[src/rtl/rf_wb_arbiter_if.sv]
// Bus bundle between the execute/load write-back sources, decode issue logic
// and the register-file write port managed by rf_wb_arbiter.
interface rf_wb_arbiter_if #(
    parameter int DW = 8,
    parameter int AW = 3
);
    logic              issue_valid;
    logic [AW-1:0]     issue_rd;
    logic              issue_ready;

    logic              alu_valid;
    logic [AW-1:0]     alu_rd;
    logic [DW-1:0]     alu_data;
    logic              alu_ready;

    logic              mem_valid;
    logic [AW-1:0]     mem_rd;
    logic [DW-1:0]     mem_data;
    logic              mem_ready;

    logic              rf_wen;
    logic [AW-1:0]     rf_rd;
    logic [DW-1:0]     rf_din;

    logic [2**AW-1:0]  busy;
    logic              err_underflow;

    // Requesters and decode sit on the master side; the arbiter is the slave.
    modport master (
        output issue_valid, issue_rd,
        output alu_valid, alu_rd, alu_data,
        output mem_valid, mem_rd, mem_data,
        input  issue_ready, alu_ready, mem_ready,
        input  rf_wen, rf_rd, rf_din, busy, err_underflow
    );

    modport slave (
        input  issue_valid, issue_rd,
        input  alu_valid, alu_rd, alu_data,
        input  mem_valid, mem_rd, mem_data,
        output issue_ready, alu_ready, mem_ready,
        output rf_wen, rf_rd, rf_din, busy, err_underflow
    );
endinterface

[src/rtl/rf_wb_arbiter.sv]
// Round-robin write-back arbiter (ALU vs load) for the register-file write port,
// plus a per-register pending-write scoreboard used for RAW/WAW hazard detection.
module rf_wb_arbiter #(
    parameter int DW = 8,
    parameter int AW = 3,
    parameter int CW = 2
) (
    input  logic           clk,
    input  logic           rst_n,
    rf_wb_arbiter_if.slave bus
);
    localparam int NR = 2**AW;
    localparam logic [CW-1:0] CNT_MAX = '1;

    typedef enum logic {PTR_ALU, PTR_MEM} ptr_t;

    ptr_t           ptr;
    logic [CW-1:0]  cnt [NR];
    logic           grant_alu;
    logic           grant_mem;
    logic           wen_q;
    logic [AW-1:0]  rd_q;
    logic [DW-1:0]  din_q;
    logic           err_q;
    logic [NR-1:0]  inc;
    logic [NR-1:0]  dec;
    logic [NR-1:0]  busy_vec;

    // The pointer only breaks ties; a lone valid is always granted.
    always_comb begin
        grant_alu = 1'b0;
        grant_mem = 1'b0;
        if (rst_n) begin
            if (bus.alu_valid && bus.mem_valid) begin
                grant_alu = (ptr == PTR_ALU);
                grant_mem = (ptr == PTR_MEM);
            end else begin
                grant_alu = bus.alu_valid;
                grant_mem = bus.mem_valid;
            end
        end
    end

    assign bus.alu_ready   = grant_alu;
    assign bus.mem_ready   = grant_mem;
    assign bus.issue_ready = rst_n && (cnt[bus.issue_rd] != CNT_MAX);

    always_comb begin
        inc      = '0;
        dec      = '0;
        busy_vec = '0;
        for (int i = 0; i < NR; i++) begin
            inc[i]      = bus.issue_valid && bus.issue_ready && (bus.issue_rd == AW'(i));
            dec[i]      = wen_q && (rd_q == AW'(i));
            busy_vec[i] = (cnt[i] != '0);
        end
    end

    always_ff @(posedge clk) begin
        if (!rst_n) begin
            ptr   <= PTR_ALU;
            wen_q <= 1'b0;
            rd_q  <= '0;
            din_q <= '0;
            err_q <= 1'b0;
            for (int i = 0; i < NR; i++) begin
                cnt[i] <= '0;
            end
        end else begin
            if (grant_alu) begin
                wen_q <= 1'b1;
                rd_q  <= bus.alu_rd;
                din_q <= bus.alu_data;
                ptr   <= PTR_MEM;
            end else if (grant_mem) begin
                wen_q <= 1'b1;
                rd_q  <= bus.mem_rd;
                din_q <= bus.mem_data;
                ptr   <= PTR_ALU;
            end else begin
                wen_q <= 1'b0;
            end

            // A write with nothing pending is flagged but never wraps the counter.
            for (int i = 0; i < NR; i++) begin
                if (inc[i] && !dec[i]) begin
                    cnt[i] <= cnt[i] + 1'b1;
                end else if (dec[i] && !inc[i]) begin
                    if (cnt[i] != '0) begin
                        cnt[i] <= cnt[i] - 1'b1;
                    end else begin
                        err_q <= 1'b1;
                    end
                end
            end
        end
    end

    assign bus.rf_wen        = wen_q;
    assign bus.rf_rd         = rd_q;
    assign bus.rf_din        = din_q;
    assign bus.busy          = busy_vec;
    assign bus.err_underflow = err_q;
endmodule

[src/flat_wrapper.sv]
// flat-port wrapper written by rule: the top's interface ports become plain ports
module rf_wb_arbiter_flat 
#(
    parameter int DW = 8,
    parameter int AW = 3,
    parameter int CW = 2
)
  (clk, rst_n, bus_issue_valid, bus_issue_rd, bus_alu_valid, bus_alu_rd, bus_alu_data, bus_mem_valid, bus_mem_rd, bus_mem_data, bus_issue_ready, bus_alu_ready, bus_mem_ready, bus_rf_wen, bus_rf_rd, bus_rf_din, bus_busy, bus_err_underflow);
  rf_wb_arbiter_if #(.DW(DW), .AW(AW)) bus_i ();
  input  logic clk;
  input  logic rst_n;
  input wire logic [$bits(bus_i.issue_valid)-1:0] bus_issue_valid;
  input wire logic [$bits(bus_i.issue_rd)-1:0] bus_issue_rd;
  input wire logic [$bits(bus_i.alu_valid)-1:0] bus_alu_valid;
  input wire logic [$bits(bus_i.alu_rd)-1:0] bus_alu_rd;
  input wire logic [$bits(bus_i.alu_data)-1:0] bus_alu_data;
  input wire logic [$bits(bus_i.mem_valid)-1:0] bus_mem_valid;
  input wire logic [$bits(bus_i.mem_rd)-1:0] bus_mem_rd;
  input wire logic [$bits(bus_i.mem_data)-1:0] bus_mem_data;
  output wire logic [$bits(bus_i.issue_ready)-1:0] bus_issue_ready;
  output wire logic [$bits(bus_i.alu_ready)-1:0] bus_alu_ready;
  output wire logic [$bits(bus_i.mem_ready)-1:0] bus_mem_ready;
  output wire logic [$bits(bus_i.rf_wen)-1:0] bus_rf_wen;
  output wire logic [$bits(bus_i.rf_rd)-1:0] bus_rf_rd;
  output wire logic [$bits(bus_i.rf_din)-1:0] bus_rf_din;
  output wire logic [$bits(bus_i.busy)-1:0] bus_busy;
  output wire logic [$bits(bus_i.err_underflow)-1:0] bus_err_underflow;
  assign bus_i.issue_valid = bus_issue_valid;
  assign bus_i.issue_rd = bus_issue_rd;
  assign bus_i.alu_valid = bus_alu_valid;
  assign bus_i.alu_rd = bus_alu_rd;
  assign bus_i.alu_data = bus_alu_data;
  assign bus_i.mem_valid = bus_mem_valid;
  assign bus_i.mem_rd = bus_mem_rd;
  assign bus_i.mem_data = bus_mem_data;
  assign bus_issue_ready = bus_i.issue_ready;
  assign bus_alu_ready = bus_i.alu_ready;
  assign bus_mem_ready = bus_i.mem_ready;
  assign bus_rf_wen = bus_i.rf_wen;
  assign bus_rf_rd = bus_i.rf_rd;
  assign bus_rf_din = bus_i.rf_din;
  assign bus_busy = bus_i.busy;
  assign bus_err_underflow = bus_i.err_underflow;
  rf_wb_arbiter #(.DW(DW), .AW(AW), .CW(CW)) u_core (.clk(clk), .rst_n(rst_n), .bus(bus_i));
endmodule
[config.mk]
export PLATFORM = sky130hd
export DESIGN_NAME = rf_wb_arbiter_flat
export DESIGN_NICKNAME = d
export VERILOG_FILES = /design/src/rtl/rf_wb_arbiter_if.sv /design/src/rtl/rf_wb_arbiter.sv /design/src/flat_wrapper.sv
export SDC_FILE = /design/constraint.sdc
export NUM_CORES = 1
export LEC_CHECK = 0
export CORE_ASPECT_RATIO = 1.1
export CORE_UTILIZATION = 40
export CTS_CLUSTER_SIZE = 12
export DETAILED_ROUTE_END_ITERATION = 16
export PLACE_DENSITY = 0.72
export SLEW_MARGIN = 20
export SYNTH_ARGS = -nofsm -noshare
export SYNTH_HDL_FRONTEND = slang
export SYNTH_SLANG_ARGS = --single-unit
export TNS_END_PERCENT = 100
[constraint.sdc]
create_clock -name clk -period 4.65 [get_ports clk]
set_input_delay 0.93 -clock clk [delete_from_list [all_inputs] [get_ports clk]]
set_output_delay 0.93 -clock clk [all_outputs]
set_load 0.1 [all_outputs]
==> results of run 1 <==
-- cells in the final DEF (no fill, tap or decap), types with 10 or more instances in the layout --
cell / count
edfxtp_1: 16
nand2_1: 24
inv_1: 14
a22oi_1: 10
clkdlybuf4s50_1: 50
nor2_1: 13
dfxtp_1: 14
nand3_1: 18
a21oi_1: 21
-- metrics by stage --
stage / hold slack [ns] / util / worst slack (ns)
final: 0.455 / 0.564 / 1.02
after global routing: 0.483 / 0.564 / 0.880
after CTS: 0.458 / 0.564 / 1.01
after detailed placement: 0.450 / 0.545 / 1.03
after global placement: 0.442 / 0.545 / 1.08
after floorplan: 0.446 / - / 0.919
-- flip-flops by register name, summed over array words and instances, names as in the netlist --
register and flops:
u_core.cnt 16, u_core.bus.rf_din 8, u_core.bus.err_underflow 1, u_core.ptr 1, u_core.bus.rf_wen 1, u_core.bus.rf_rd 3
-- logic make-up (layout without fill, tap and decap cells) --
| logic type | Yosys count | in the layout | share of synthesized area |
|---|---|---|---|
| flops | 30 | 30 | 0.372 |
| xor+xnor | 2 | 2 | 0.00856 |
| compound gates | 66 | 66 | 0.222 |
| fa+ha+maj | 4 | 4 | 0.0208 |
| buf+inv | 29 | 80 | 0.0758 |
| simple gates | 94 | 94 | 0.270 |
| mux | 5 | 5 | 0.0312 |
-- worst reg2reg max path, cell delays in order (launching register included) --
cell,delay [ns]
dfxtp_1,0.54
nand4b_1,0.22
nand2b_1,0.19
mux2_1,0.29
o21ai_1,0.21
-- power breakdown --
part | total, mW | leakage [nW] | internal [mW] | switching (mW)
Sequential | 0.319 | 0.281 | 0.297 | 0.0216
Clock | 0.224 | 0.0515 | 0.119 | 0.105
Combinational | 0.250 | 0.640 | 0.0816 | 0.168
Total | 0.793 | 0.972 | 0.498 | 0.295
-- layout make-up --
class                   instances  area [sq um]
clock buffers                   6          82.6
clock inverters                 2          11.3
fillers                       462          2080
inverters                      14          52.6
multi-input cells             171          1140
flip-flops and latches         30           761
well taps                      56          70.1
repair buffers                 58           586
-- path summary, 6_finish.rpt --
kind | cells after the start | to | slack, ns | start
setup / recovery | 5 | bus_issue_ready | 1.02 | bus_issue_rd[1]
setup reg to reg | 4 | u_core.cnt[6][1] | 2.88 | u_core.bus.rf_rd[2]
hold / removal | 2 | u_core.bus.rf_din[3] | 0.45 | u_core.bus.rf_din[3]
hold reg to reg | 2 | u_core.bus.rf_din[3] | 0.45 | u_core.bus.rf_din[3]
-- layer usage --
metal | global-route usage | routed length, microns | vias up | part of all wire
li1 | - | - | 958 | -
met1 | 0.239 | 2150 | 884 | 0.43
met3 | 0.0670 | 403 | 4 | 0.082
met4 | 0.0620 | 36 | 0 | 0.0073
met5 | 0 | 0 | - | 0
met2 | 0.328 | 2360 | 71 | 0.48
==> reports/qor.txt, run 1 <==
GPL Wtd Cong = 0.834
CTS H-tree lvls = 2
maximum root-to-sink buffer count = 2
Synth cell types = 62
synth cell count leaders = nand2_1, a21oi_1, nand3_1
WL per Instance = 14.7 microns
Yosys top cell by area = edfxtp_1
total congestion overflow = 0
synth top area cells = edfxtp_1, dfxtp_1, a21oi_1, nand3_1, nand2_1
worst clock skew = 0.00617 ns
measured slew at the worst slew-check pin = 0.997 ns
Area Overhead vs Synth = 31.9%
Peak VDD IR = 0.167 mV
final antenna diode count = 0
Post-synth EDFFs = 16
CTS buffer count = 5
critical path buffer and inverter count = 2
root buffer cell = clkbuf_8
CP Launch Type = input pin
worst min-delay path class = flop to flop
total number of vias = 1917
full die area = 5400 sq um
Vias/cell = 5.69
post-route ant nets = 0
Final nets = 311
CP Cell Sequence = clkdlybuf4s50_1, nor2_1, a311o_1, a311oi_2, buf_12
Critical Path Max Stage Delay = 0.74 ns
post-CTS setup buffers = 0
most frequent cell after synthesis = nand2_1
Sink Count = 30
Max Slew Vio Count = 0
max cap viols = 0
# setup viols final = 0
Fin. Hold Viols = 0
Tot Pwr = 0.793 mW
CTS resizes = 0
share of layout cells above drive strength 1 = 0.117
vias in the first global route = 1829
Clk Latency, worst-skew pair = 0.29 ns
crit-path max FO = 12
die width = 70.2 microns
post-synthesis area per instance = 8.89 sq um
Mapped Nets = 261
register area share after synthesis = 0.372
Port Buf Inserts = 53
DRC viols = 0
TritonRoute pass-1 iters = 4
post-synth top area share = 0.235
Max Fclk = 0.275 GHz
relative slew slack = 0.333
Power Dens Cells = 294 nW/um^2
first-pass GRT wire length = 8.55 mm
First DRT Iteration DRCs = 196
HPWL Detailed = 3.69 mm
core area = 4780 sq um
DIE HEIGHT = 77.0 microns
TritonCTS clock tree = built
fin crit period = 3.63 ns
Seq cells post-synth = 30
WP data arrival = 2.70 ns
delay-heaviest family, CP = buffers and inverters
I/O pin total = 54
CP Class = input pin to output pin
status = complete, no violations
Non-Filler Instances = 337
Syn Inst Count = 230
unrepaired setup endpoints after global routing = false
yosys warns = 0
largest net degree at the start of global routing = 20
slowest CP cell = clkdlybuf4s50_1
Leak = 0.972 nW
Async SR Flop Fraction = 0
Final Cycle Share = 0.781
Worst Path Required = 3.72 ns
Critical Path Sink Type = output pin
initial core utilization = 0.428
gr usage total = 0.197
Setup TNS = 0 ns
Placed Area = 2610 sq um
FP Rows = 26
Synth Flop Type = edfxtp_1
Post-Synthesis Cell Area = 2050 sq um
CTS hold repair buffers = 0
Reg clk slew, reported paths = 0.06 ns
post-route cell area = 2700 sq um
Post-Route WL = 4.94 mm
initial antenna violation count = 0
dpl cells = 329
No activity file was read; power rests on OpenSTA's default activity.
==> run 2: changes to the inputs <==
==> constraint.sdc (replaced) <==
create_clock -name clk -period 3.8 [get_ports clk]
set_input_delay 0.76 -clock clk [delete_from_list [all_inputs] [get_ports clk]]
set_output_delay 0.76 -clock clk [all_outputs]
set_load 0.1 [all_outputs]
==> reports/qor.txt, run 2 (synthesis results as in run 1) <==
status = complete, no violations (unchanged)
Sink Count = 30 (unchanged)
DRC viols = 0 (unchanged)
First DRT Iteration DRCs = 86 (was 196)
worst min-delay path class = flop to flop (unchanged)
unrepaired setup endpoints after global routing = false (unchanged)
CP Capture Point = bus_issue_ready (unchanged)
core area = 4780 sq um (unchanged)
Worst R2R Path Depth = 4 (unchanged)
die width = 70.2 microns (unchanged)
Filler Cells Inserted = 435 (was 462)
Worst Path Required = 3.04 ns (was 3.72 ns)
multi-input combinational cell area = 1140 sq um (unchanged)
CP Launch Type = input pin (unchanged)
Power Dens Cells = 358 nW/um^2 (was 294 nW/um^2)
Fin. Hold Viols = 0 (unchanged)
total number of vias = 1964 (was 1917)
HPWL Detailed = 3.78 mm (was 3.69 mm)
Final Cycle Share = 0.870
Final nets = 312 (was 311)
WP data arrival = 2.55 ns (was 2.70 ns)
Max Slew Vio Count = 0 (unchanged)
Vias/cell = 5.81 (was 5.69)
Peak VDD IR = 0.216 mV (was 0.167 mV)
CTS resizes = 0 (unchanged)
Top reg by flops = u_core.cnt (unchanged)
post-route ant nets = 0 (unchanged)
vias in the first global route = 1784 (was 1829)
Critical Path Sink Type = output pin (unchanged)
Clk Latency, worst-skew pair = 0.28 ns (was 0.29 ns)
relative slew slack = 0.339 (was 0.333)
CTS buffer count = 5 (unchanged)
largest net degree at the start of global routing = 20 (unchanged)
Leak = 0.981 nW (was 0.972 nW)
Final Util = 0.568 (was 0.564)
first-pass GRT wire length = 8.62 mm (was 8.55 mm)
most frequent cells in the layout = clkdlybuf4s50_1, nand2_1, a21oi_1 (unchanged)
share of layout cells above drive strength 1 = 0.124 (was 0.117)
FF/Latch Area = 761 sq um (unchanged)
Worst R2R End = u_core.cnt[6][0] (was u_core.cnt[6][1])
max cap viols = 0 (unchanged)
TritonRoute pass-1 iters = 4 (unchanged)
final antenna diode count = 0 (unchanged)
Max Fclk = 0.303 GHz
post-CTS setup buffers = 0 (unchanged)
Setup TNS = 0 ns (unchanged)
worst clock skew = 0.00330 ns (was 0.00617 ns)
Post-Route WL = 5.02 mm (was 4.94 mm)
FP Rows = 26 (unchanged)
gr usage total = 0.202 (was 0.197)
root buffer cell = clkbuf_8 (unchanged)
flop2flop setup slack = 1.99 ns (was 2.88 ns)
Reg clk slew, reported paths = 0.07 ns (was 0.06 ns)
reg2reg start = u_core.bus.rf_rd[2] (unchanged)
crit-path max FO = 12 (unchanged)
WL per Instance = 14.8 microns (was 14.7 microns)
Port Buf Inserts = 53 (unchanged)
initial core utilization = 0.428 (unchanged)
full die area = 5400 sq um (unchanged)
CP Class = input pin to output pin (unchanged)
Area Overhead vs Synth = 32.8% (was 31.9%)
# setup viols final = 0 (unchanged)
initial antenna violation count = 0 (unchanged)
I/O pin total = 54 (unchanged)
fin crit period = 3.31 ns
measured slew at the worst slew-check pin = 0.989 ns (was 0.997 ns)
maximum root-to-sink buffer count = 2 (unchanged)
TritonCTS clock tree = built (unchanged)
GPL Wtd Cong = 0.847 (was 0.834)
DIE HEIGHT = 77.0 microns (unchanged)
most common cell after layout, fill and taps aside = clkdlybuf4s50_1 (unchanged)
CTS hold repair buffers = 0 (unchanged)
max FFs per register = 16 (unchanged)
total congestion overflow = 0 (unchanged)
crit path from = bus_issue_rd[1] (unchanged)
CTS H-tree lvls = 2 (unchanged)
## run 2: cell count changes in the layout (fill, tap and decap cells not counted), sizes merged
cell / delta
buf: +2
clkdlybuf4s50: -1
## run 2: per-layer routing
metal,vias to the layer above,track usage,share of wire
li1,967,-,-
met1,908,0.242,0.41
met2,79,0.330,0.48
met3,10,0.0710,0.087
met4,0,0.0800,0.020
met5,-,0,0
## run 2: through the flow
stage | power [mW] | cells | hold slack, ns | worst slack, ns | instance area [sq um]
after global placement | 0.702 | 330 | 0.442 | 0.562 | 2620
after CTS | 0.977 | 338 | 0.457 | 0.505 | 2720
after detailed placement | 0.705 | 330 | 0.448 | 0.517 | 2620
final | 0.972 | 338 | 0.455 | 0.494 | 2720
after floorplan | 0.612 | 230 | 0.446 | 0.409 | 2050
after global routing | 1.02 | 338 | 0.480 | 0.436 | 2720
## run 2: worst min path at each step
stage	start	to	cells past startpoint
finish	u_core.bus.rf_din[1]	u_core.bus.rf_din[1]	2
global route	u_core.bus.rf_din[1]	u_core.bus.rf_din[1]	2
CTS	u_core.bus.rf_din[1]	u_core.bus.rf_din[1]	2
detailed placement	u_core.bus.rf_din[1]	u_core.bus.rf_din[1]	2
global placement	u_core.bus.rf_din[1]	u_core.bus.rf_din[1]	2
floorplan	u_core.ptr	u_core.ptr	2
## run 2: layout make-up
type,instances,share of cell area
Tap cell,56,0.0258
Timing Repair Buffer,59,0.222
Sequential cell,30,0.280
Inverter,14,0.0193
Clock buffer,6,0.0304
Multi-Input combinational cell,171,0.418
Clock inverter,2,0.00415
## run 2: worst max-delay path: stages
cell	delay, ns
clkdlybuf4s50_1	0.73
nor2_1	0.11
a311o_1	0.35
a311oi_2	0.37
buf_12	0.22
## run 2: power by group
group          internal [mW]  switching (mW)
clock                  0.146           0.127
combinational          0.102           0.206
sequential             0.364          0.0266
total                  0.611           0.360
